## config.mk

```make
export PLATFORM = sky130hd
export DESIGN_NAME = mem_port_arbiter_flat
export DESIGN_NICKNAME = d
export VERILOG_FILES = /design/src/rtl/mem_port_arbiter_pkg.sv /design/src/rtl/mem_port_arbiter_if.sv /design/src/rtl/mem_port_arbiter.sv /design/src/flat_wrapper.sv
export SDC_FILE = /design/constraint.sdc
export NUM_CORES = 1
export LEC_CHECK = 0
export ABC_CLOCK_PERIOD_IN_PS = 2800
export BUFFER_PORTS_ARGS = -buffer_cell sky130_fd_sc_hd__buf_2
export CAP_MARGIN = 15
export CORE_UTILIZATION = 46
export DETAILED_ROUTE_END_ITERATION = 8
export GPL_TIMING_DRIVEN = 0
export PLACE_DENSITY = 0.8
export SYNTH_ARGS = -nofsm -noshare
export SYNTH_HDL_FRONTEND = slang
export SYNTH_SLANG_ARGS = --single-unit
```

## constraint.sdc

```tcl
create_clock -name clk -period 2.8 [get_ports clk]
set_clock_uncertainty 0.2 [all_clocks]
set_input_delay 0.84 -clock clk [delete_from_list [all_inputs] [get_ports clk]]
set_output_delay 0.84 -clock clk [all_outputs]
set_load 0.01 [all_outputs]
```

## src/rtl/mem_port_arbiter_pkg.sv

```systemverilog
// Shared types for the IF/MEM memory-port arbiter: FSM states, owner encoding
// and the two-way round-robin grant picker.
package mem_port_arbiter_pkg;

  localparam int unsigned STALL_W = 6;

  typedef enum logic [1:0] {
    S_IDLE = 2'd0,
    S_ADDR = 2'd1,
    S_DATA = 2'd2
  } state_e;

  typedef enum logic [1:0] {
    OWN_NONE = 2'd0,
    OWN_INST = 2'd1,
    OWN_DATA = 2'd2
  } owner_e;

  // A sole eligible requester wins; on contention the one not granted last wins.
  function automatic owner_e rr_pick2(input logic i_inst, input logic i_data,
                                      input owner_e i_last);
    if (i_inst && (!i_data || i_last == OWN_DATA)) return OWN_INST;
    else if (i_data) return OWN_DATA;
    else return OWN_NONE;
  endfunction

endpackage

```

## src/rtl/mem_port_arbiter_if.sv

```systemverilog
// Requester and memory-side signals of the arbiter; slave = arbiter view,
// master = the surrounding pipeline/memory view.
interface mem_port_arbiter_if #(
  parameter int unsigned ADDR_W = 32,
  parameter int unsigned DATA_W = 32
);
  localparam int unsigned STRB_W = DATA_W / 8;

  logic              inst_req;
  logic [ADDR_W-1:0] inst_addr;
  logic [DATA_W-1:0] inst_rdata;
  logic              inst_ok;
  logic              data_req;
  logic [STRB_W-1:0] data_wen;
  logic [ADDR_W-1:0] data_addr;
  logic [DATA_W-1:0] data_wdata;
  logic [DATA_W-1:0] data_rdata;
  logic              data_ok;
  logic              mem_req;
  logic              mem_wr;
  logic [STRB_W-1:0] mem_wstrb;
  logic [ADDR_W-1:0] mem_addr;
  logic [DATA_W-1:0] mem_wdata;
  logic              mem_addr_ok;
  logic              mem_data_ok;
  logic [DATA_W-1:0] mem_rdata;
  logic              stallreq_for_inst;
  logic              stallreq_for_data;

  modport slave (
    input  inst_req, inst_addr, data_req, data_wen, data_addr, data_wdata,
           mem_addr_ok, mem_data_ok, mem_rdata,
    output inst_rdata, inst_ok, data_rdata, data_ok,
           mem_req, mem_wr, mem_wstrb, mem_addr, mem_wdata,
           stallreq_for_inst, stallreq_for_data
  );

  modport master (
    output inst_req, inst_addr, data_req, data_wen, data_addr, data_wdata,
           mem_addr_ok, mem_data_ok, mem_rdata,
    input  inst_rdata, inst_ok, data_rdata, data_ok,
           mem_req, mem_wr, mem_wstrb, mem_addr, mem_wdata,
           stallreq_for_inst, stallreq_for_data
  );

endinterface

```

## src/rtl/mem_port_arbiter.sv

```systemverilog
// Shares one SRAM-like port between instruction fetch and the MEM stage,
// sequencing address and data phases and pulsing a one-cycle ok to the owner.
module mem_port_arbiter
  import mem_port_arbiter_pkg::*;
#(
  parameter int unsigned ADDR_W = 32,
  parameter int unsigned DATA_W = 32
) (
  input logic               clk,
  input logic               rst,
  mem_port_arbiter_if.slave bus
);

  localparam int unsigned STRB_W = DATA_W / 8;

  state_e            r_state,      w_state_nxt;
  owner_e            r_owner,      w_owner_nxt;
  owner_e            r_last,       w_last_nxt;
  owner_e            w_pick;
  logic              r_mem_req,    w_mem_req_nxt;
  logic              r_mem_wr,     w_mem_wr_nxt;
  logic [STRB_W-1:0] r_mem_wstrb,  w_mem_wstrb_nxt;
  logic [ADDR_W-1:0] r_mem_addr,   w_mem_addr_nxt;
  logic [DATA_W-1:0] r_mem_wdata,  w_mem_wdata_nxt;
  logic              r_inst_ok,    w_inst_ok_nxt;
  logic              r_data_ok,    w_data_ok_nxt;
  logic [DATA_W-1:0] r_inst_rdata, w_inst_rdata_nxt;
  logic [DATA_W-1:0] r_data_rdata, w_data_rdata_nxt;
  logic              w_done;
  logic              w_inst_elig;
  logic              w_data_elig;

  // A request in its own completion cycle is not eligible, so it is never re-granted.
  assign w_inst_elig = bus.inst_req & ~r_inst_ok;
  assign w_data_elig = bus.data_req & ~r_data_ok;
  assign w_pick      = rr_pick2(w_inst_elig, w_data_elig, r_last);

  always_comb begin
    w_state_nxt      = r_state;
    w_owner_nxt      = r_owner;
    w_last_nxt       = r_last;
    w_mem_req_nxt    = r_mem_req;
    w_mem_wr_nxt     = r_mem_wr;
    w_mem_wstrb_nxt  = r_mem_wstrb;
    w_mem_addr_nxt   = r_mem_addr;
    w_mem_wdata_nxt  = r_mem_wdata;
    w_inst_ok_nxt    = 1'b0;
    w_data_ok_nxt    = 1'b0;
    w_inst_rdata_nxt = r_inst_rdata;
    w_data_rdata_nxt = r_data_rdata;
    w_done           = 1'b0;

    unique case (r_state)
      S_IDLE: begin
        if (w_pick == OWN_INST) begin
          w_mem_req_nxt   = 1'b1;
          w_mem_wr_nxt    = 1'b0;
          w_mem_wstrb_nxt = '0;
          w_mem_addr_nxt  = bus.inst_addr;
          w_mem_wdata_nxt = '0;
          w_owner_nxt     = OWN_INST;
          w_last_nxt      = OWN_INST;
          w_state_nxt     = S_ADDR;
        end else if (w_pick == OWN_DATA) begin
          w_mem_req_nxt   = 1'b1;
          w_mem_wr_nxt    = |bus.data_wen;
          w_mem_wstrb_nxt = bus.data_wen;
          w_mem_addr_nxt  = bus.data_addr;
          w_mem_wdata_nxt = bus.data_wdata;
          w_owner_nxt     = OWN_DATA;
          w_last_nxt      = OWN_DATA;
          w_state_nxt     = S_ADDR;
        end
      end
      S_ADDR: begin
        if (bus.mem_addr_ok) begin
          w_mem_req_nxt = 1'b0;
          if (bus.mem_data_ok) w_done = 1'b1;
          else w_state_nxt = S_DATA;
        end
      end
      S_DATA: begin
        if (bus.mem_data_ok) w_done = 1'b1;
      end
      default: w_state_nxt = S_IDLE;
    endcase

    // Completion: route read data and the ok pulse to the owner only.
    if (w_done) begin
      w_state_nxt = S_IDLE;
      w_owner_nxt = OWN_NONE;
      if (r_owner == OWN_INST) begin
        w_inst_ok_nxt    = 1'b1;
        w_inst_rdata_nxt = bus.mem_rdata;
      end else if (r_owner == OWN_DATA) begin
        w_data_ok_nxt    = 1'b1;
        w_data_rdata_nxt = bus.mem_rdata;
      end
    end
  end

  always_ff @(posedge clk or negedge rst) begin
    if (!rst) begin
      r_state      <= S_IDLE;
      r_owner      <= OWN_NONE;
      r_last       <= OWN_INST;
      r_mem_req    <= 1'b0;
      r_mem_wr     <= 1'b0;
      r_mem_wstrb  <= '0;
      r_mem_addr   <= '0;
      r_mem_wdata  <= '0;
      r_inst_ok    <= 1'b0;
      r_data_ok    <= 1'b0;
      r_inst_rdata <= '0;
      r_data_rdata <= '0;
    end else begin
      r_state      <= w_state_nxt;
      r_owner      <= w_owner_nxt;
      r_last       <= w_last_nxt;
      r_mem_req    <= w_mem_req_nxt;
      r_mem_wr     <= w_mem_wr_nxt;
      r_mem_wstrb  <= w_mem_wstrb_nxt;
      r_mem_addr   <= w_mem_addr_nxt;
      r_mem_wdata  <= w_mem_wdata_nxt;
      r_inst_ok    <= w_inst_ok_nxt;
      r_data_ok    <= w_data_ok_nxt;
      r_inst_rdata <= w_inst_rdata_nxt;
      r_data_rdata <= w_data_rdata_nxt;
    end
  end

  assign bus.mem_req           = r_mem_req;
  assign bus.mem_wr            = r_mem_wr;
  assign bus.mem_wstrb         = r_mem_wstrb;
  assign bus.mem_addr          = r_mem_addr;
  assign bus.mem_wdata         = r_mem_wdata;
  assign bus.inst_ok           = r_inst_ok;
  assign bus.data_ok           = r_data_ok;
  assign bus.inst_rdata        = r_inst_rdata;
  assign bus.data_rdata        = r_data_rdata;
  assign bus.stallreq_for_inst = bus.inst_req & ~r_inst_ok;
  assign bus.stallreq_for_data = bus.data_req & ~r_data_ok;

  // A requester must hold req for as long as it owns the port.
  a_inst_held: assert property (@(posedge clk) disable iff (!rst)
                                (r_owner == OWN_INST) |-> bus.inst_req);
  a_data_held: assert property (@(posedge clk) disable iff (!rst)
                                (r_owner == OWN_DATA) |-> bus.data_req);

endmodule

```

## src/flat_wrapper.sv

```systemverilog
// flat-port wrapper written by rule: the top's interface ports become plain ports
module mem_port_arbiter_flat import mem_port_arbiter_pkg::*;
#(
  parameter int unsigned ADDR_W = 32,
  parameter int unsigned DATA_W = 32
)
  (clk, rst, bus_inst_req, bus_inst_addr, bus_data_req, bus_data_wen, bus_data_addr, bus_data_wdata, bus_mem_addr_ok, bus_mem_data_ok, bus_mem_rdata, bus_inst_rdata, bus_inst_ok, bus_data_rdata, bus_data_ok, bus_mem_req, bus_mem_wr, bus_mem_wstrb, bus_mem_addr, bus_mem_wdata, bus_stallreq_for_inst, bus_stallreq_for_data);
  mem_port_arbiter_if #(.ADDR_W(ADDR_W), .DATA_W(DATA_W)) bus_i ();
  input logic clk;
  input logic rst;
  input wire logic [$bits(bus_i.inst_req)-1:0] bus_inst_req;
  input wire logic [$bits(bus_i.inst_addr)-1:0] bus_inst_addr;
  input wire logic [$bits(bus_i.data_req)-1:0] bus_data_req;
  input wire logic [$bits(bus_i.data_wen)-1:0] bus_data_wen;
  input wire logic [$bits(bus_i.data_addr)-1:0] bus_data_addr;
  input wire logic [$bits(bus_i.data_wdata)-1:0] bus_data_wdata;
  input wire logic [$bits(bus_i.mem_addr_ok)-1:0] bus_mem_addr_ok;
  input wire logic [$bits(bus_i.mem_data_ok)-1:0] bus_mem_data_ok;
  input wire logic [$bits(bus_i.mem_rdata)-1:0] bus_mem_rdata;
  output wire logic [$bits(bus_i.inst_rdata)-1:0] bus_inst_rdata;
  output wire logic [$bits(bus_i.inst_ok)-1:0] bus_inst_ok;
  output wire logic [$bits(bus_i.data_rdata)-1:0] bus_data_rdata;
  output wire logic [$bits(bus_i.data_ok)-1:0] bus_data_ok;
  output wire logic [$bits(bus_i.mem_req)-1:0] bus_mem_req;
  output wire logic [$bits(bus_i.mem_wr)-1:0] bus_mem_wr;
  output wire logic [$bits(bus_i.mem_wstrb)-1:0] bus_mem_wstrb;
  output wire logic [$bits(bus_i.mem_addr)-1:0] bus_mem_addr;
  output wire logic [$bits(bus_i.mem_wdata)-1:0] bus_mem_wdata;
  output wire logic [$bits(bus_i.stallreq_for_inst)-1:0] bus_stallreq_for_inst;
  output wire logic [$bits(bus_i.stallreq_for_data)-1:0] bus_stallreq_for_data;
  assign bus_i.inst_req = bus_inst_req;
  assign bus_i.inst_addr = bus_inst_addr;
  assign bus_i.data_req = bus_data_req;
  assign bus_i.data_wen = bus_data_wen;
  assign bus_i.data_addr = bus_data_addr;
  assign bus_i.data_wdata = bus_data_wdata;
  assign bus_i.mem_addr_ok = bus_mem_addr_ok;
  assign bus_i.mem_data_ok = bus_mem_data_ok;
  assign bus_i.mem_rdata = bus_mem_rdata;
  assign bus_inst_rdata = bus_i.inst_rdata;
  assign bus_inst_ok = bus_i.inst_ok;
  assign bus_data_rdata = bus_i.data_rdata;
  assign bus_data_ok = bus_i.data_ok;
  assign bus_mem_req = bus_i.mem_req;
  assign bus_mem_wr = bus_i.mem_wr;
  assign bus_mem_wstrb = bus_i.mem_wstrb;
  assign bus_mem_addr = bus_i.mem_addr;
  assign bus_mem_wdata = bus_i.mem_wdata;
  assign bus_stallreq_for_inst = bus_i.stallreq_for_inst;
  assign bus_stallreq_for_data = bus_i.stallreq_for_data;
  mem_port_arbiter #(.ADDR_W(ADDR_W), .DATA_W(DATA_W)) u_core (.clk(clk), .rst(rst), .bus(bus_i));
endmodule
```

==> results of run 1 <==
==> cells by family (layout without fill, tap and decap cells) <==
kind of cell	after synthesis	in the layout	synth area share (%)
AOI/OAI and AO/OA	85	85	13.6
muxes	64	64	14.7
adders and majority gates	3	3	0.663
DFF	142	142	62.8
buffers and inverters	64	369	6.06
and+or+nand+nor	15	15	2.15
==> sequential cells by signal, indices dropped and copies added, names as in the netlist, 2 cells and up <==
| name | flops |
|---|---|
| u_core.bus.inst_rdata | 32 |
| u_core.bus.mem_addr | 32 |
| u_core.r_owner | 2 |
| u_core.bus.mem_wdata | 32 |
| u_core.bus.data_rdata | 32 |
| u_core.bus.mem_wstrb | 4 |
| u_core.r_state | 2 |
| u_core.r_last | 2 |
==> metal layers <==
| layer | GRT usage (%) | vias up | share of wire (%) |
|---|---|---|---|
| met5 | 0 | - | 0 |
| met4 | 10.3 | 0 | 2.4 |
| met3 | 6.86 | 34 | 6.5 |
| met2 | 40.1 | 219 | 51 |
| met1 | 30.2 | 2226 | 40 |
| li1 | - | 1966 | - |
==> layout make-up <==
| class | instances | area [µm²] | share of cell area, % |
|---|---|---|---|
| buffer | 25 | 196 | 2.52 |
| clock buffer | 22 | 494 | 6.33 |
| timing repair buffer | 276 | 1410 | 18.1 |
| inverter | 39 | 146 | 1.87 |
| tap | 147 | 184 | 2.36 |
| sequential | 142 | 3550 | 45.5 |
| clock inverter | 7 | 62.6 | 0.801 |
| multi-input combinational | 167 | 1760 | 22.5 |
==> metrics by stage <==
step	setup slack (ps)	power (mW)	instance area, µm²
final	403	9.17	7810
after CTS	400	9.22	7810
after detailed placement	255	7.04	7250
after global routing	365	9.67	7810
after global placement	-1110	6.85	7220
after floorplan	603	5.54	5660
==> worst min-delay path by stage <==
stage	depth (start not counted)	to
floorplan	1	u_core.r_last[0]
global placement	2	u_core.bus.mem_wr
detailed placement	2	u_core.bus.mem_wr
CTS	1	u_core.bus.data_rdata[9]
global route	1	u_core.bus.inst_rdata[9]
finish	1	u_core.bus.inst_rdata[9]
==> where the power goes <==
group          total [mW]  leakage [nW]  internal (mW)  switching [mW]
Clock                2.13         0.279           1.32           0.812
Sequential           3.50          1.80           2.99           0.516
Combinational        3.54          2.23           1.72            1.82
Total                9.17          4.32           6.03            3.14
==> critical path: stages <==
cell	delay, ps
buf_2	110
nand2b_4	60
inv_1	170
buf_2	180
==> cell usage in the layout, fill, tap and decap left out, types with 2 or more instances in the layout <==
master	instances
a211oi_1	3
a21oi_1	6
a222oi_1	32
a22o_1	36
buf_12	3
buf_2	290
buf_6	5
clkbuf_16	17
clkbuf_8	5
clkinv_2	5
dfrtp_1	141
ha_1	3
inv_1	39
mux2_2	34
mux2_4	29
nand2_1	4
nand2b_4	2
==> impl_metrics.csv, run 1 <==
group,metric,value,unit
floorplanning,coreArea,12000,µm²
clocking,ctsResizeCount,0,
placement,gp_congestion,0.850,
timing,fmax,417,MHz
synth,synth_edf_count,0,
setup_path,rr_endpoint,"u_core.bus.data_rdata[18]",
layout,fill_cells,904,
clocking,h-tree-depth,4,
pwr,p_per_area,1170,nW/µm²
grt,grt_max_degree,85,
floorplanning,start_util,47.1,%
setup_path,crit_path_start,"bus_data_req",
layout,n_antenna_cell,0,
timing,fin_crit_sh,85.6,%
setup_path,end_kind,"primary output",
timing,setup-tns-final,0,ps
clocking,cts_tree,"yes",
routing,drc,0,
timing,hold_viol,0,
setup_path,start_kind,"input port",
floorplanning,num_io_pins,276,
timing,holdWs,186,ps
routing,firstDrtPassIters,8,
setup_path,worstRegToRegCells,6,
layout,drive_above_1_share,59.3,%
synth,avgSynthCellArea,15.2,µm²
pwr,p_leak,4.32,nW
clocking,clock_sinks,142,
floorplanning,design.die.area,12700,µm²
clocking,cts_made_buffers,17,
clocking,clockBufferDepth,2,
clocking,cts_hold_buffers,0,
setup_path,path_class,"in -> out",
setup_path,regToRegSetupSlack,500,ps
grt,overflow,0,
floorplanning,die_w,113,µm
synth,synth_top_area_cell,"dfrtp_1",
routing,drt_iter0_drc,455,
placement,dp_hpwl,11.1,mm
routing,final_antenna_net_count,0,
synth,synth_common_cells,"141 x dfrtp_1, 39 x inv_1, 36 x a22o_1, 34 x mux2_2, 32 x a222oi_1",
setup_path,crit_fanout,5,
layout,area_delta_synth_final,38.0,%
synth,dominantRegCellSynth,"dfrtp_1",
timing,drv_slew,0,
grt,grt_pass1_vias,4649,
setup_path,worst_ep_required_time,1760,ps
timing,finalSetupViolations,0,
setup_path,cp-endpoint,"bus_stallreq_for_data",
synth,mappedNetlistNets,514,
floorplanning,rows,40,
synth,synth_top_area_share,62.4,%
timing,period_minus_slack,2400,ps
grt,antenna_found_initial,0,
placement,place_inst,796,
synth,ys_seq_elements,142,
run,maxCapViolCount,0,
timing,max_slew_margin,60.7,%
synth,yosysSeqAreaShare,62.8,%
setup_path,r2r-start,"u_core.r_state[0]",
synth,syn_area,5660,µm²
clocking,clockRootBuffer,"clkbuf_16",
synth,syn_inst,373,
layout,fin_util,65.0,%
pwr,vdd_drop_max,0.735,mV
routing,wl_per_cell,18.4,µm
setup_path,cp.arrival,1360,ps
timing,rsz0062_at_grt,"no",
synth,yosysUniqueCellTypes,35,
synth,ys_top_cells_by_area,"dfrtp_1 62%, mux2_4 7.7%, mux2_2 6.8%",
routing,finalWirelength,15.2,mm
grt,track_usage,24.3,%
synth,synth_most_common_cell,"dfrtp_1",
clocking,insertion_delay,410,ps
synth,ys_warn_count,0,
hold_path,hold_path_class,"in -> async",
run_status,status,"completed",
clocking,path_clk_slew,60,ps
grt,grt_pass1_wl,23.7,mm
timing,worst_slew_pin_slew,585,ps
floorplanning,die_y,113,µm
layout,fin_cells,825,
synth,async_reset_ff_share,100,%
clocking,post-cts-setup-buffer-count,0,
routing,num_vias,4445,
layout,nNetsFinal,809,
placement,port-buffer-count,275,
routing,vias_per_cell,5.39,
Power figures use the tool's default switching activity.
==> run 2, diff against run 1 <==
--- a/config.mk
+++ b/config.mk
@@ -8,10 +8,9 @@
 export ABC_CLOCK_PERIOD_IN_PS = 2800
 export BUFFER_PORTS_ARGS = -buffer_cell sky130_fd_sc_hd__buf_2
 export CAP_MARGIN = 15
-export CORE_UTILIZATION = 46
+export CORE_UTILIZATION = 30
 export DETAILED_ROUTE_END_ITERATION = 8
 export GPL_TIMING_DRIVEN = 0
-export PLACE_DENSITY = 0.8
 export SYNTH_ARGS = -nofsm -noshare
 export SYNTH_HDL_FRONTEND = slang
 export SYNTH_SLANG_ARGS = --single-unit
==> run 2 against run 1 <==
Net effect:
- sequential share of layout area decreased by 0.75 points
- power is 0.15% higher
- via count is 2.5% lower
- core utilization shrank 21 points
- critical path type unchanged
- highest routed layer unchanged
==> impl_metrics.csv, run 2 (synthesized netlist as in run 1, its figures left out) <==
group,metric,value,unit
run_status,status,"completed",
floorplanning,rows,49,
setup_path,crit_fanout,5,
placement,gp_congestion,0.845,
clocking,clockRootBuffer,"clkbuf_16",
clocking,h-tree-depth,4,
floorplanning,start_util,31.1,%
routing,met3_length,753,µm
clocking,cts_made_buffers,17,
clocking,cts_hold_buffers,0,
pwr,clkPwrFrac,24.0,%
routing,drt_iter0_drc,201,
placement,port-buffer-count,275,
timing,max_slew_margin,56.7,%
clocking,post-cts-setup-buffer-count,0,
setup_path,crit_buf_inv,3,
timing,finalSetupViolations,0,
routing,firstDrtPassIters,6,
layout,fin_area,7940,µm²
clocking,insertion_delay,410,ps
routing,route.met2.wl,7.42,mm
pwr,comb_power_share,38.2,%
pwr,p_sw,3.14,mW
floorplanning,design.die.area,19400,µm²
hold_path,hold_path_class,"in -> async",
placement,post_dp_cell_area,7350,µm²
setup_path,cp.arrival,1340,ps
layout,fill_cells,1723,
pwr,p_per_area,1160,nW/µm²
pwr,power.internal,6.05,mW
routing,vias_per_cell,4.76,
layout,final_common_cell,"buf_2",
grt,grt_pass1_vias,4678,
routing,final_antenna_net_count,0,
clocking,cts_tree,"yes",
setup_path,end_kind,"primary output",
timing,fmax,420,MHz
routing,drc,0,
placement,dp_hpwl,11.2,mm
grt,grt_max_degree,80,
pwr,vdd_drop_max,0.436,mV
timing,drv_slew,0,
grt,track_usage,16.1,%
layout,layout_common_cells,"290 x buf_2, 141 x dfrtp_1, 39 x inv_1",
setup_path,crit_family,"buffers and inverters",
layout,area_delta_synth_final,40.3,%
grt,overflow,0,
layout,nNetsFinal,809,
timing,fin_crit_sh,85.0,%
pwr,p_leak,4.31,nW
layout,drive_above_1_share,59.2,%
clocking,clockBufferDepth,2,
timing,worst_slew_pin_slew,644,ps
timing,hold_viol,0,
setup_path,slowest_delay,180,ps
layout,fin_util,43.6,%
setup_path,crit_chain,"buf_2 > nand2b_4 > inv_1 > buf_2",
timing,rsz0062_at_grt,"no",
setup_path,path_class,"in -> out",
pwr,fin_total_pwr,9.18,mW
setup_path,slowest_stage,"buf_2",
setup_path,worst_ep_required_time,1760,ps
setup_path,start_kind,"input port",
routing,dr.max_layer_used,"met4",
clocking,clock_sinks,142,
pwr,p_sw_share,34.1,%
grt,antenna_found_initial,0,
clocking,path_clk_slew,60,ps
floorplanning,die_w,139,µm
floorplanning,coreArea,18200,µm²
floorplanning,num_io_pins,276,
grt,grt_pass1_wl,24.5,mm
pwr,seq_power_share,37.8,%
routing,wl_per_cell,16.5,µm
timing,period_minus_slack,2380,ps
routing,num_vias,4335,
routing,finalWirelength,15.0,mm
clocking,ctsResizeCount,0,
setup_path,cpMostUsedCell,"buf_2",
routing,wl_met1,6.57,mm
layout,n_antenna_cell,0,
run,maxCapViolCount,0,
floorplanning,die_y,139,µm
==> run 2: cell count changes in the layout (fill, tap and decap cells not counted), sizes merged <==
cell / previous run / this run
bufinv: 1 / 2
clkbuf: 23 / 21
clkinv: 5 / 3
clkinvlp: 1 / 5
inv: 39 / 41
==> run 2: final timing paths <==
| kind | slack [ps] | endpoint | start | cells past startpoint |
|---|---|---|---|---|
| max in group asynchronous | 1400 | u_core.r_last[0] | rst | 2 |
| hold reg to reg | 270 | u_core.bus.mem_wr | u_core.bus.mem_wr | 2 |
| min in group clk | 270 | u_core.bus.mem_wr | u_core.bus.mem_wr | 2 |
| setup / recovery | 420 | bus_stallreq_for_data | bus_data_req | 4 |
| hold / removal | 200 | u_core.bus.inst_rdata[5] | rst | 1 |
| setup reg to reg | 460 | u_core.bus.data_rdata[2] | u_core.r_state[0] | 6 |
==> run 2: stage by stage <==
| stage | hold WS (ps) | TNS [ps] | worst slack, ps | std cells |
|---|---|---|---|---|
| after floorplan | 290 | 0 | 603 | 373 |
| after global placement | 258 | -161230 | -1150 | 877 |
| after detailed placement | 266 | 0 | 230 | 878 |
| after CTS | 212 | 0 | 420 | 910 |
| after global routing | 241 | 0 | 303 | 910 |
| final | 198 | 0 | 421 | 910 |
==> run 2: layout make-up <==
type / instances / area [µm²] / share of cell area, %
Buffer: 25 / 196 / 2.47
Clock buffer: 20 / 447 / 5.63
Clock inverter: 12 / 138 / 1.73
Inverter: 39 / 146 / 1.84
Multi-Input combinational cell: 167 / 1760 / 22.2
Sequential cell: 142 / 3550 / 44.8
Tap cell: 229 / 287 / 3.61
Timing Repair Buffer: 276 / 1410 / 17.8
==> run 2: per-layer routing <==
layer | GRT usage, % | up-vias
met5 | 0 | -
met2 | 26.2 | 181
met4 | 7.19 | 0
met1 | 20.5 | 2152
li1 | - | 1980
met3 | 3.65 | 22
==> run 2: power by group through the flow <==
| stage | Sequential, mW | Clock (mW) | Combinational (mW) |
|---|---|---|---|
| floorplan | 3.88 | 0 | 1.65 |
| global placement | 3.45 | 0 | 3.44 |
| detailed placement | 3.48 | 0 | 3.55 |
| CTS | 3.48 | 2.30 | 3.56 |
| global route | 3.59 | 2.41 | 3.82 |
| finish | 3.47 | 2.21 | 3.51 |
